## config.mk

```make
export PLATFORM = sky130hd
export DESIGN_NAME = stopwatch_ctrl
export DESIGN_NICKNAME = d
export VERILOG_FILES = /design/src/rtl/stopwatch_ctrl_pkg.sv /design/src/rtl/stopwatch_ctrl_bcd_digit.sv /design/src/rtl/stopwatch_ctrl.sv
export SDC_FILE = /design/constraint.sdc
export NUM_CORES = 1
export LEC_CHECK = 0
export ABC_AREA = 0
export BUFFER_PORTS_ARGS = -buffer_cell sky130_fd_sc_hd__buf_2
export CAP_MARGIN = 20
export CORE_MARGIN = 10
export CORE_UTILIZATION = 30
export DETAILED_ROUTE_END_ITERATION = 10
export PLACE_DENSITY = 0.59
export SLEW_MARGIN = 20
export SYNTH_ARGS = -nofsm -noshare
export SYNTH_HDL_FRONTEND = slang
export SYNTH_SLANG_ARGS = --single-unit
export TNS_END_PERCENT = 5
```

## constraint.sdc

```tcl
create_clock -name clk -period 1.75 [get_ports clk]
set_clock_uncertainty 0.15 [all_clocks]
set_input_delay 0.0875 -clock clk [delete_from_list [all_inputs] [get_ports clk]]
set_output_delay 0.0875 -clock clk [all_outputs]
set_load 0.1 [all_outputs]
```

## src/rtl/stopwatch_ctrl_pkg.sv

```systemverilog
// Shared definitions for the stopwatch controller.
//   state_t        : FSM state encoding (IDLE=00, RUN=01, PAUSE=10)
//   DEFAULT_DIGITS : default number of BCD digits in the count
//   BCD_MAX        : largest legal value of one BCD digit
package stopwatch_ctrl_pkg;

  typedef enum logic [1:0] {
    IDLE  = 2'b00,
    RUN   = 2'b01,
    PAUSE = 2'b10
  } state_t;

  localparam int          DEFAULT_DIGITS = 4;
  localparam logic [3:0]  BCD_MAX        = 4'd9;

endpackage

```

## src/rtl/stopwatch_ctrl_bcd_digit.sv

```systemverilog
// One BCD digit of the stopwatch count.
// Ports:
//   clk       : system clock, rising edge
//   reset     : asynchronous active-low reset, clears the digit
//   clr       : synchronous clear, overrides inc
//   inc       : increment enable (count enable for the LSD, carry for others)
//   q         : current digit value, always 0..9
//   carry_out : high when this digit rolls 9->0 on this cycle's increment
module bcd_digit
  import stopwatch_ctrl_pkg::*;
(
  input  logic       clk,
  input  logic       reset,
  input  logic       clr,
  input  logic       inc,
  output logic [3:0] q,
  output logic       carry_out
);

  logic [3:0] r_q;

  always_ff @(posedge clk or negedge reset) begin
    if (!reset) begin
      r_q <= 4'd0;
    end else if (clr) begin
      r_q <= 4'd0;
    end else if (inc) begin
      r_q <= (r_q == BCD_MAX) ? 4'd0 : r_q + 4'd1;
    end
  end

  // Carry is combinational so a whole chain of 9s rolls over in one edge.
  assign carry_out = inc & ~clr & (r_q == BCD_MAX);
  assign q         = r_q;

endmodule

```

## src/rtl/stopwatch_ctrl.sv

```systemverilog
// Stopwatch controller: run/pause/clear FSM driving a DIGITS-wide BCD counter.
// Ports:
//   clk        : system clock, rising edge
//   reset      : asynchronous active-low reset
//   tick       : one-cycle count enable (level; counted every RUN cycle it is high)
//   start_stop : debounced button level, each rising edge toggles run/pause
//   clear      : synchronous clear, priority over tick and press
//   count      : packed BCD count, LSD in [3:0]
//   running    : registered, high exactly while in RUN
//   overflow   : sticky wrap flag (all-9s -> all-0s), cleared by clear/reset
module stopwatch_ctrl
  import stopwatch_ctrl_pkg::*;
#(
  parameter int DIGITS = DEFAULT_DIGITS
) (
  input  logic                clk,
  input  logic                reset,
  input  logic                tick,
  input  logic                start_stop,
  input  logic                clear,
  output logic [4*DIGITS-1:0] count,
  output logic                running,
  output logic                overflow
);

  state_t              r_state;
  state_t              w_next;
  logic                r_ss_q;
  logic                r_armed;
  logic                r_running;
  logic                r_overflow;
  logic                w_press;
  logic                w_count_en;
  logic [DIGITS-1:0]   w_inc;
  logic [DIGITS-1:0]   w_carry;

  // r_armed stays low after reset until the button is seen released, so a
  // button already held through reset release cannot produce a press.
  assign w_press = start_stop & ~r_ss_q & r_armed;

  always_ff @(posedge clk or negedge reset) begin
    if (!reset) begin
      r_state <= IDLE;
    end else begin
      r_state <= w_next;
    end
  end

  always_comb begin
    w_next     = r_state;
    w_count_en = 1'b0;
    if (clear) begin
      w_next = IDLE;
    end else begin
      // Tick is judged against the current state, so a press in the same
      // cycle counts the tick from RUN but not from PAUSE.
      w_count_en = (r_state == RUN) & tick;
      if (w_press) begin
        case (r_state)
          IDLE:    w_next = RUN;
          RUN:     w_next = PAUSE;
          PAUSE:   w_next = RUN;
          default: w_next = IDLE;
        endcase
      end
    end
  end

  always_ff @(posedge clk or negedge reset) begin
    if (!reset) begin
      r_ss_q     <= 1'b0;
      r_armed    <= 1'b0;
      r_running  <= 1'b0;
      r_overflow <= 1'b0;
    end else begin
      r_ss_q <= start_stop;
      if (!start_stop) begin
        r_armed <= 1'b1;
      end
      // Decoding the next state keeps running aligned with r_state.
      r_running <= (w_next == RUN);
      if (clear) begin
        r_overflow <= 1'b0;
      end else if (w_carry[DIGITS-1]) begin
        r_overflow <= 1'b1;
      end
    end
  end

  for (genvar g = 0; g < DIGITS; g++) begin : g_digit
    if (g == 0) begin : g_lsd
      assign w_inc[g] = w_count_en;
    end else begin : g_upper
      assign w_inc[g] = w_carry[g-1];
    end

    bcd_digit u_digit (
      .clk       (clk),
      .reset     (reset),
      .clr       (clear),
      .inc       (w_inc[g]),
      .q         (count[4*g +: 4]),
      .carry_out (w_carry[g])
    );
  end

  assign running  = r_running;
  assign overflow = r_overflow;

endmodule
```

Word-level counts from Yosys, hierarchy flattened
Cells that the tools add are included.

Flip-flop bits (word level): 22. Latch bits: 0. RAM bits: 0. ROM bits: 0. Bits of input ports: 5. Output and inout bits: 18. Logic and storage cells: 58. Memories: 0.

Add/subtract/negate cells: 4. $mul: 0. Div/mod/pow operators: 0. Order comparisons: 0. Equal/unequal tests: 7. Shifts and indexed selects: 0. Multiplexer cells: 18. Bitwise logic cells: 13. Reduce and logical (&&, ||, !) cells: 7.

Operators by type and width (number): $mux W4 (12); $add A4 B1 Y4 const B (4); $eq A4 B4 Y1 const B (4); $and A1 B1 Y1 (11); $reduce_bool A2 Y1 (5); $eq A2 B1 Y1 const B (2); $mux W2 (2); $pmux W2 S2 (1); $mux W1 (3); $eq A2 B2 Y1 const B (1); $logic_not A2 Y1 (1); $not A1 Y1 (2); $reduce_or A2 Y1 (1).

Longest topological paths before layout
Word-level depth: 13. Depth in mapped cells: 7. Gate-level depth less buffers: 6.

Hierarchy
From an unflattened synthesis, not the netlist that was laid out.

Cell total of the unflattened synthesis: 118. Area, all modules: 1228.7 µm².

By module, submodules not included: bcd_digit (times used 4, cells an instance 25, area an instance 246.5 µm²); stopwatch_ctrl (times used 1, cells an instance 18, area an instance 242.7 µm²).

Least setup slack after synthesis
Ideal clock, no wire load.

Path kind: register -> register. Start point: reg g_digit[0].u_digit.r_q[1]. End point: reg g_digit[3].u_digit.r_q[2]. Setup time: 120 ps. Data arrival time: 2093 ps. Slack: -613 ps. Stages on the path, launching flop included: 8. Buffers on the path: 1. Path through: dfrtp_1 -> inv_1 -> ha_1 -> and3b_1 -> buf_4 -> nand4_4 -> and4bb_1 -> a21o_2.

Cells in the longest elaborated chain, start to end: 7.

Ends and longest elaborated chain: start: declaration (line stopwatch_ctrl_bcd_digit.sv:20) `logic [3:0] r_q;`; start signal: assignment (line stopwatch_ctrl_bcd_digit.sv:28) `r_q <= (r_q == BCD_MAX) ? 4'd0 : r_q + 4'd1;`; $eq A4 B4 Y1 (line stopwatch_ctrl_bcd_digit.sv:33) `assign carry_out = inc & ~clr & (r_q == BCD_MAX);`; $and A1 B1 Y1 (5 in a row) (line stopwatch_ctrl_bcd_digit.sv:33); $reduce_bool A2 Y1 (no line); end signal: assignment (line stopwatch_ctrl_bcd_digit.sv:28); end: declaration (line stopwatch_ctrl_bcd_digit.sv:20).

Every way passes these cells. A chain may end at the register's enable or synchronous reset.

Worst setup path after layout
Start point: reg g_digit[1].u_digit.r_q[0]. End point: reg g_digit[3].u_digit.r_q[2].

Cells in the longest elaborated chain, start to end: 5.

Ends and longest elaborated chain (line): start: declaration (stopwatch_ctrl_bcd_digit.sv:20); start signal: assignment (stopwatch_ctrl_bcd_digit.sv:28); $eq A4 B4 Y1 (stopwatch_ctrl_bcd_digit.sv:33); $and A1 B1 Y1 (3 in a row) (stopwatch_ctrl_bcd_digit.sv:33); $reduce_bool A2 Y1 (no line).

Every way passes these cells.

==> flow_summary.ini <==
[synthesis]
synth_seq_cells = 22
synthesis.nets = 127
ys_warn_count = 0
ys_types = 36
netlist_area_um2 = 1190
syn_inst = 116
synth_flop_cell = dfrtp_1
synth_most_common_cell = dfrtp_1
yosysTopAreaCell = dfrtp_1
synth.avg_cell_area_um2 = 10.3
async_flop_share_pct = 100
synth_area_leaders = dfrtp_1, ha_1, nand3b_1
netlist.area_leader.share_pct = 46.1
seq_area_frac_synth_pct = 46.1
synth_common_cells = dfrtp_1, nand2_1, o21ai_0
synth-edff-count = 0

[clock_tree]
clockRootBuffer = clkbuf_8
cts_tree = done
clk-insertion-delay-late_ns = 0.26
clock-sinks = 22
htreeDepth = 1
cts_buffers = 3
clockBufferDepth = 2
clk_pin_slew_worst_paths_ns = 0.08

[global_route]
grt_antenna_before_repair = 0
grt-ovfl-total = 0
grt_max_degree = 23
grt_pass1_wl_um = 4490
grt_pass1_vias = 962
globalRouteTotalUtil_pct = 7.43

[sta]
final-setup-viol-count = 0
period_minus_slack_ns = 1.70
fin_crit_sh_pct = 97.3
fmax_mhz = 587
slew_headroom_pct = 67.4
slew_violations = 0
hold_violations = 0
rsz0062_at_grt = yes
tightest_slew_ns = 0.490
timing.setup.tns_ns = 0
hold_slack_ns = 0.0562

[pwr]
p_leak_nw = 0.710
ir_worst_vdd_uv = 276
seq_power_share_pct = 56.3
combPwrFrac_pct = 9.2
pwr-share-clk_pct = 34.5
intPower_mw = 0.702
power.net_switching_mw = 0.223
swShare_pct = 24.1
p_per_area_nw_per_um2 = 616

[min_path]
min_from = clear
whs_path_depth = 3
min_to = g_digit[2].u_digit.q[2]$_DFFE_PN0P_
hp-class = primary input to register

[flow_run]
drv_cap = 0

[critical_path]
critPathArrivalTime_ns = 1.71
endpoint_kind = register
required_ns = 1.76
critPathMaxFanout = 8
r2r_end = g_digit[3].u_digit.q[2]$_DFFE_PN0P_
rr_worst_depth = 5
r2r-start = g_digit[1].u_digit.q[0]$_DFFE_PN0P_
r2r_slack_ns = 0.05
crit_type = register to register
start_kind = register

[die]
core_um2 = 3740
io_pins = 23
row_count = 22
die_x_um = 83.1
die-height_um = 83.1
die_area_um2 = 6910
initial_core_util_pct = 31.9

[place]
dp.cells = 188
dp_hpwl_um = 1940
gp_congestion = 0.776
io_buffers = 22
place_area_um2 = 1430

[detailed_routing]
vias_per_cell = 4.86
drtIter0Drc = 53
ant_nets = 0
wirelength_um = 2540
drc = 0
first_pass_iters = 4
wl_per_cell_um = 13.1
via_count = 943

[finish]
area_delta_synth_final_pct = 25.8
antenna_cells = 0
final_util_pct = 40.1
final_cells = 194
fin_area_um2 = 1500
drive_gt1_share_pct = 39.0
num-nets-final = 158

[status]
status = complete, no violations
## per-layer routing
metal	track usage, %	routed length (µm)	vias up
li1	-	-	477
met1	9.60	1200	440
met2	11.3	1190	24
met3	2.44	143	2
met4	2.31	14	0
met5	0	0	-
## flip-flops by register name (all words and copies together), names as in the netlist
name and count:
r_armed 1, g_digit.u_digit.q 16, running 1, r_ss_q 1
r_state 2, overflow 1
## critical path: stages, from the launching register on
cell and delay (ns):
dfrtp_4 0.49, ha_4 0.16, and3b_2 0.27, nand4_4 0.16, and4bb_1 0.19, a21o_2 0.18
## logic make-up (layout without fill, tap and decap cells)
| logic type | Yosys count | after routing | synth area share [%] |
|---|---|---|---|
| simple gates | 43 | 43 | 23.6 |
| compound gates | 28 | 28 | 15.1 |
| flops | 22 | 22 | 46.1 |
| buf+inv | 13 | 43 | 5.97 |
| fa+ha+maj | 6 | 6 | 6.28 |
| xor+xnor | 3 | 3 | 2.20 |
| mux | 1 | 1 | 0.838 |
## worst max path at each step
stage / slack [ns] / endpoint / cells after the start / startpoint
floorplan: -0.13 / g_digit[3].u_digit.q[2]$_DFFE_PN0P_ / 7 / g_digit[1].u_digit.q[1]$_DFFE_PN0P_
global route: -0.06 / g_digit[3].u_digit.q[2]$_DFFE_PN0P_ / 6 / g_digit[0].u_digit.q[1]$_DFFE_PN0P_
finish: 0.05 / g_digit[3].u_digit.q[2]$_DFFE_PN0P_ / 5 / g_digit[1].u_digit.q[0]$_DFFE_PN0P_
detailed placement: -0.05 / g_digit[3].u_digit.q[2]$_DFFE_PN0P_ / 6 / g_digit[0].u_digit.q[1]$_DFFE_PN0P_
global placement: -0.001 / g_digit[3].u_digit.q[2]$_DFFE_PN0P_ / 6 / g_digit[0].u_digit.q[1]$_DFFE_PN0P_
CTS: 0.04 / g_digit[3].u_digit.q[2]$_DFFE_PN0P_ / 5 / g_digit[1].u_digit.q[0]$_DFFE_PN0P_
## layout make-up
| class | instances | area [µm²] |
|---|---|---|
| clock buffers | 4 | 45.0 |
| fillers | 390 | 2240 |
| inverters | 8 | 30.0 |
| multi-input cells | 81 | 608 |
| flip-flops and latches | 22 | 577 |
| well taps | 48 | 60.1 |
| repair buffers | 31 | 183 |
## through the flow
step / power (mW) / setup slack, ns
floorplan: 0.588 / -0.129
global placement: 0.614 / -0.00103
detailed placement: 0.615 / -0.0506
CTS: 0.940 / 0.0411
global route: 0.975 / -0.0590
finish: 0.925 / 0.0473
## layout by cell type, fill, tap and decap left out, types with 3 or more instances in the layout
master,instances
a21oi_1,4
a31oi_1,3
buf_2,22
buf_4,7
clkbuf_8,3
dfrtp_1,9
dfrtp_2,9
dfrtp_4,4
ha_1,4
inv_1,6
nand2_1,10
nand3_1,3
nand3b_1,7
nor2_1,6
o21ai_0,9
o31ai_1,5
## what timing repair did
item,CTS,global route
resized for setup,2,2
hold buffers,2,0
buffers inserted,0,0
endpoints found under the setup margin,6,6
endpoints found under the hold margin,24,0
## power by group through the flow
stage	clock network, mW	registers, mW	logic [mW]
5_1_grt	0.358	0.522	0.0942
6_report	0.319	0.521	0.0855
2_1_floorplan	0	0.559	0.0289
3_3_place_gp	0	0.531	0.0828
3_5_place_dp	0	0.531	0.0842
4_1_cts	0.332	0.521	0.0875
(Power assumes the default switching activity.)
